`src/rtl/mem_stage_pkg.sv`:
```
// mem_stage shared types: bus layouts, load codes, stall indices.
// Imported by mem_stage and load_align.
package mem_stage_pkg;

  localparam int EX_TO_DC_WD  = 152;
  localparam int DC_TO_MEM_WD = EX_TO_DC_WD;
  localparam int MEM_TO_WB_WD = 136;
  localparam int MEM_TO_RF_WD = 104;
  localparam int STALL_WD     = 7;

  localparam int STALL_OWN = 5;
  localparam int STALL_WB  = 6;

  localparam logic STOP    = 1'b1;
  localparam logic NO_STOP = 1'b0;

  localparam logic [2:0] LD_LB  = 3'd0;
  localparam logic [2:0] LD_LBU = 3'd1;
  localparam logic [2:0] LD_LH  = 3'd2;
  localparam logic [2:0] LD_LHU = 3'd3;
  localparam logic [2:0] LD_LW  = 3'd4;

  localparam int IS_LOAD_BIT = 151;
  localparam int LD_TYPE_HI  = 150;
  localparam int LD_TYPE_LO  = 148;

  typedef enum logic [1:0] {
    S_IDLE = 2'd0,
    S_WAIT = 2'd1,
    S_HOLD = 2'd2
  } mem_st_e;

  typedef struct packed {
    logic        is_load;
    logic [2:0]  ld_type;
    logic [4:0]  rsv_hi;
    logic [65:0] hilo;
    logic [31:0] pc;
    logic [5:0]  rsv_lo;
    logic        valid;
    logic        rf_we;
    logic [4:0]  rf_waddr;
    logic [31:0] rf_wdata;
  } dc_to_mem_t;

  typedef struct packed {
    logic [65:0] hilo;
    logic [31:0] pc;
    logic        rf_we;
    logic [4:0]  rf_waddr;
    logic [31:0] rf_wdata;
  } mem_to_wb_t;

  typedef struct packed {
    logic [65:0] hilo;
    logic        rf_we;
    logic [4:0]  rf_waddr;
    logic [31:0] rf_wdata;
  } mem_to_rf_t;

endpackage

```
`src/rtl/mem_stage_load_align.sv`:
```
// Load data alignment: byte/half select by address,
// then sign or zero extension by load type.
module load_align
  import mem_stage_pkg::*;
(
  input  logic [2:0]  i_ld_type,
  input  logic [1:0]  i_addr,
  input  logic [31:0] i_word,
  output logic [31:0] o_result
);

  logic [7:0]  w_byte;
  logic [15:0] w_half;

  assign w_byte = i_word[{i_addr, 3'b000} +: 8];
  assign w_half = i_addr[1] ? i_word[31:16]
                            : i_word[15:0];

  always_comb begin
    o_result = i_word;
    unique case (1'b1)
      (i_ld_type == LD_LB):
        o_result = {{24{w_byte[7]}}, w_byte};
      (i_ld_type == LD_LBU):
        o_result = {24'h0, w_byte};
      (i_ld_type == LD_LH):
        o_result = {{16{w_half[15]}}, w_half};
      (i_ld_type == LD_LHU):
        o_result = {16'h0, w_half};
      default:
        o_result = i_word;
    endcase
  end

endmodule

```
`src/rtl/mem_stage.sv`:
```
// MEM pipeline stage: registers the DC bus, waits for the
// data-cache response, aligns load data, feeds WB and bypass.
module mem_stage
  import mem_stage_pkg::*;
(
  input  logic                    clk,
  input  logic                    rst_n,
  input  logic [STALL_WD-1:0]     stall,
  input  logic [DC_TO_MEM_WD-1:0] dc_to_mem_bus,
  input  logic [31:0]             dcache_rdata,
  input  logic                    dcache_rvalid,
  output logic [MEM_TO_WB_WD-1:0] mem_to_wb_bus,
  output logic [MEM_TO_RF_WD-1:0] mem_to_rf_bus,
  output logic                    stallreq_mem
);

  dc_to_mem_t r_bus;
  mem_st_e    r_state;
  logic [31:0] r_buf;

  logic        w_ld;
  logic        w_in_hold;
  logic        w_stallreq;
  logic        w_wb_stop;
  logic        w_own_stop;
  logic        w_keep;
  logic [31:0] w_word;
  logic [31:0] w_ld_data;
  logic [31:0] w_wdata;
  logic        w_we;
  mem_to_wb_t  w_wb;
  mem_to_rf_t  w_rf;
  logic        w_unused;

  assign w_ld       = r_bus.valid & r_bus.is_load;
  assign w_in_hold  = (r_state == S_HOLD);
  assign w_wb_stop  = (stall[STALL_WB] == STOP);
  assign w_own_stop = (stall[STALL_OWN] == STOP);

  assign w_stallreq = w_ld & ~w_in_hold
                    & ~dcache_rvalid;

  // Never drop a load whose data is still owed to WB.
  assign w_keep = w_stallreq | (w_ld & w_wb_stop);

  always_ff @(posedge clk or negedge rst_n) begin
    if (!rst_n) begin
      r_bus <= '0;
    end else if (!w_keep) begin
      if (w_own_stop && !w_wb_stop)
        r_bus <= '0;
      else if (!w_own_stop)
        r_bus <= dc_to_mem_bus;
    end
  end

  always_ff @(posedge clk or negedge rst_n) begin
    if (!rst_n) begin
      r_state <= S_IDLE;
      r_buf   <= '0;
    end else begin
      unique case (r_state)
        S_IDLE: begin
          if (w_ld && !dcache_rvalid) begin
            r_state <= S_WAIT;
          end else if (w_ld && w_wb_stop) begin
            r_state <= S_HOLD;
            r_buf   <= dcache_rdata;
          end
        end
        S_WAIT: begin
          if (dcache_rvalid && w_wb_stop) begin
            r_state <= S_HOLD;
            r_buf   <= dcache_rdata;
          end else if (dcache_rvalid) begin
            r_state <= S_IDLE;
          end
        end
        S_HOLD: begin
          if (!w_wb_stop)
            r_state <= S_IDLE;
        end
        default: r_state <= S_IDLE;
      endcase
    end
  end

  assign w_word = w_in_hold ? r_buf : dcache_rdata;

  load_align u_align (
    .i_ld_type (r_bus.ld_type),
    .i_addr    (r_bus.rf_wdata[1:0]),
    .i_word    (w_word),
    .o_result  (w_ld_data)
  );

  assign w_wdata = w_ld ? w_ld_data : r_bus.rf_wdata;
  assign w_we    = r_bus.rf_we & ~w_stallreq;

  always_comb begin
    w_wb          = '0;
    w_wb.hilo     = r_bus.hilo;
    w_wb.pc       = r_bus.pc;
    w_wb.rf_we    = w_we;
    w_wb.rf_waddr = r_bus.rf_waddr;
    w_wb.rf_wdata = w_wdata;
  end

  always_comb begin
    w_rf          = '0;
    w_rf.hilo     = r_bus.hilo;
    w_rf.rf_we    = w_we;
    w_rf.rf_waddr = r_bus.rf_waddr;
    w_rf.rf_wdata = w_wdata;
  end

  assign mem_to_wb_bus = w_wb;
  assign mem_to_rf_bus = w_rf;
  assign stallreq_mem  = w_stallreq;

  assign w_unused = ^{r_bus.rsv_hi, r_bus.rsv_lo,
                      stall[4:0]};

  // A response is only legal while a load is owed one.
  a_rvalid_proto: assert property (
    @(posedge clk) disable iff (!rst_n)
    dcache_rvalid |->
      (r_state == S_WAIT ||
       (r_state == S_IDLE && w_ld))
  );

endmodule

```
`config.mk`:
```
export PLATFORM = sky130hd
export DESIGN_NAME = mem_stage
export DESIGN_NICKNAME = d
export VERILOG_FILES = /design/src/rtl/mem_stage_pkg.sv /design/src/rtl/mem_stage_load_align.sv /design/src/rtl/mem_stage.sv
export SDC_FILE = /design/constraint.sdc
export NUM_CORES = 1
export LEC_CHECK = 0
export ABC_AREA = 1
export BUFFER_PORTS_ARGS = -buffer_cell sky130_fd_sc_hd__clkbuf_2
export CAP_MARGIN = 20
export CORE_AREA = 2 2 170 172
export DETAILED_ROUTE_END_ITERATION = 10
export DIE_AREA = 0 0 172 174
export GPL_TIMING_DRIVEN = 0
export PLACE_DENSITY = 0.74
export SYNTH_ARGS = -nofsm -noshare
export SYNTH_HDL_FRONTEND = slang
export SYNTH_HIERARCHICAL = 1
export SYNTH_SLANG_ARGS = --single-unit
```
`constraint.sdc`:
```
create_clock -name clk -period 3.2 [get_ports clk]
set_input_delay 0.64 -clock clk [delete_from_list [all_inputs] [get_ports clk]]
set_output_delay 0.64 -clock clk [all_outputs]
set_load 0.02 [all_outputs]
```
==> metrics <==
status finished, violations left; failing checks setup timing; htree depth 4; GR peak layer met2; num rows 62; Core Area 28200 um2; sequential share of the synthesized area 40.0%; area grow syn2layout 34.1%; Placer Congestion 0.885; Final min period 3240 ps; pwr dens 657 nW/um2; WL/cell 13.9 um; Mean Syn Cell Area 6.99 um2; top cell type's share of synthesized area 40.0%; Post-synth EDFFs 0; FF+latch area 4380 um2; worst-path cell chain nand2_8 > inv_8 > buf_4 > nand2_1 > nand2_1 > nand2_2 > nand3_1 > nand3_4 > buf_6 > nand3_1 > mux2_4 > buf_4 > buf_4; Total Nets Final 2215; Max transition margin 51.9%; Pwr Total 9.63 mW; Initial Utilization 38.8%; sequential share of power 30.9%; Most Frequent Cell on Critical Path buf_4; cell accounting for the most synthesized area dfrtp_1; total clock sinks 175; chip height 174 um; hold_buf cts 0; WS Path Type register to output port; endpoints failing setup 17; Via Count 10800; Fin. Hold Viols 0; later-pin clock latency in the skew report 430 ps; DIE WIDTH 172 um; I/O pin cnt 435; Root Driver clkbuf_16; TritonRoute pass-1 iters 6; register bit total from synthesis 175; total grt overflow 0; cell count after synthesis 1567; GRT met2 Usage 37.8%; R2R depth 7; dominant cells by area after synthesis dfrtp_1, nand2_1, buf_4, inv_1, nor2_1; multi-input logic area 4210 um2; Gate power share 47.1%; met1 Usage GRT 26.2%; RSZ-0062 raised after global routing true; Placed Instances 2370; Ys Warns 6; antenna violations before repair 3; Post-Syn Area 10900 um2; gr usage total 21.8%; Worst path max stage delay 440 ps; Cell Int Power 5.74 mW; post-detailed-routing wire length 33700 um; Worst VDD drop 0.361 mV; fill count 2863; Iter 0 DRT Violations 591; vias per std cell 4.45; WHS 244 ps; die footprint 29900 um2; Synth Flop Type dfrtp_1; Final WS setup -44.1 ps; Port Buffer Count 418; post-DP HPWL 25600 um; Net Count, Synth 1761; Clock Power Share 22.1%; most frequent cell after synthesis nand2_1; clock tree buffer depth 2; Worst Hold Class input pin to asynchronous set/reset pin; TritonCTS clock tree done; Crit path required time 2560 ps; max-slew violations 0; Setup crit end kind output port; critical path startpoint category register; WP data arrival 2600 ps; slew of the pin with the lowest slew margin 721 ps; vias in the first global route 10100; fin crit share 101%; Crit-path slowest cell dfrtp_2; Remaining DRCs 0; Synth cell types 24; layout cells sized above 1 39.6%; GR Util met3 5.28%; Pleak 9.21 nW; reg-to-reg slack, setup 1330 ps; Util after Layout 52.0%; total CTS buffers 17; Async S/R FF share, synth 100%; NetSw 3.90 mW; Highest Clock Rate 308 MHz; CP Max Fanout 8; synth cell count leaders nand2_1, buf_4, dfrtp_1; first-pass GRT wire length 51400 um; clock skew 10.8 ps; largest net degree at the start of global routing 93; fin cells 2418; max cap viols 0; switch share 40.4%; clock transition at the registers of the reported paths 70 ps; Routed Antenna Nets 0
through the flow:
step                TNS (ps)  instance area [um2]  setup slack (ps)
floorplan                  0                10900               587
global placement     -318570                13500             -1840
detailed placement     -96.7                13600             -27.4
CTS                        0                14500              2.98
global route           -2340                14700              -137
finish                  -377                14700             -44.1
critical path: cells and delay by family (launching register included):
family	cells	cell delay, ps
multiplexers	1	300
buffers and inverters	5	620
AND/OR/NAND/NOR	7	800
flip-flops	1	440
cell type report:
| class | count | share of cell area (%) |
|---|---|---|
| Buffer | 281 | 14.0 |
| Clock inverter | 11 | 0.912 |
| Antenna cell | 1 | 0.0171 |
| Tap cell | 384 | 3.27 |
| Inverter | 164 | 4.25 |
| Clock buffer | 20 | 3.04 |
| Multi-Input combinational cell | 947 | 28.7 |
| Timing Repair Buffer | 435 | 15.9 |
| Sequential cell | 175 | 29.9 |
flip-flops by register name, summed over array words and instances (netlist names):
register       flops
mem_to_rf_bus     71
mem_to_wb_bus     32
r_buf             32
r_bus             38
r_state            2
layer usage:
| metal | vias up | share of wire [%] |
|---|---|---|
| li1 | 5344 | - |
| met2 | 398 | 49 |
| met1 | 4953 | 40 |
| met5 | - | 0.083 |
| met3 | 51 | 7.8 |
| met4 | 4 | 3.0 |
kinds of logic after synthesis:
family          after synthesis  synth area share [%]
buf+inv                     445                  23.5
simple gates                888                  31.7
flops                       175                  40.0
mux                          32                  3.29
compound gates               27                  1.53
timing repair:
item                       CTS  global route
gates cloned                 2             0
resized for setup           62            62
pin swaps                    5             8
setup endpoints to repair   64            51
setup buffers               12             2
path summary, 6_finish.rpt:
kind | endpoint | startpoint
worst max register to register | mem_to_rf_bus[92] | r_bus[38]
max in group asynchronous | mem_to_rf_bus[79] | rst_n
worst min register to register | r_bus[2] | r_bus[2]
worst max-delay path | mem_to_wb_bus[8] | r_state[1]
min in group clk | r_state[0] | dcache_rvalid
worst min-delay path | r_bus[148] | rst_n
layout by cell type (no fill, tap or decap), types with 6 or more instances in the layout:
cell | synthesis | layout
o211ai_1 | 6 | 6
nand3_2 | 1 | 10
nor2_1 | 145 | 145
clkbuf_2 | 0 | 400
nand2_1 | 659 | 639
buf_4 | 222 | 245
mux2_2 | 32 | 13
inv_1 | 161 | 157
dfrtp_1 | 175 | 174
mux2_4 | 0 | 19
o21ai_0 | 15 | 14
buf_6 | 4 | 7
nand2_2 | 4 | 21
buf_2 | 27 | 29
clkbuf_8 | 0 | 8
clkbuf_16 | 0 | 21
clkbuf_1 | 27 | 23
nand3_1 | 72 | 61
inv_2 | 3 | 6
power groups by stage:
stage                     Clock, mW  Sequential (mW)  Combinational, mW
after floorplan                   0             2.91               2.86
final                          2.13             2.98               4.53
after global routing           2.27             3.03               4.94
after global placement            0             2.98               3.99
after CTS                      2.17             2.96               4.40
after detailed placement          0             3.00               4.06
No activity file was read; power rests on OpenSTA's default activity.
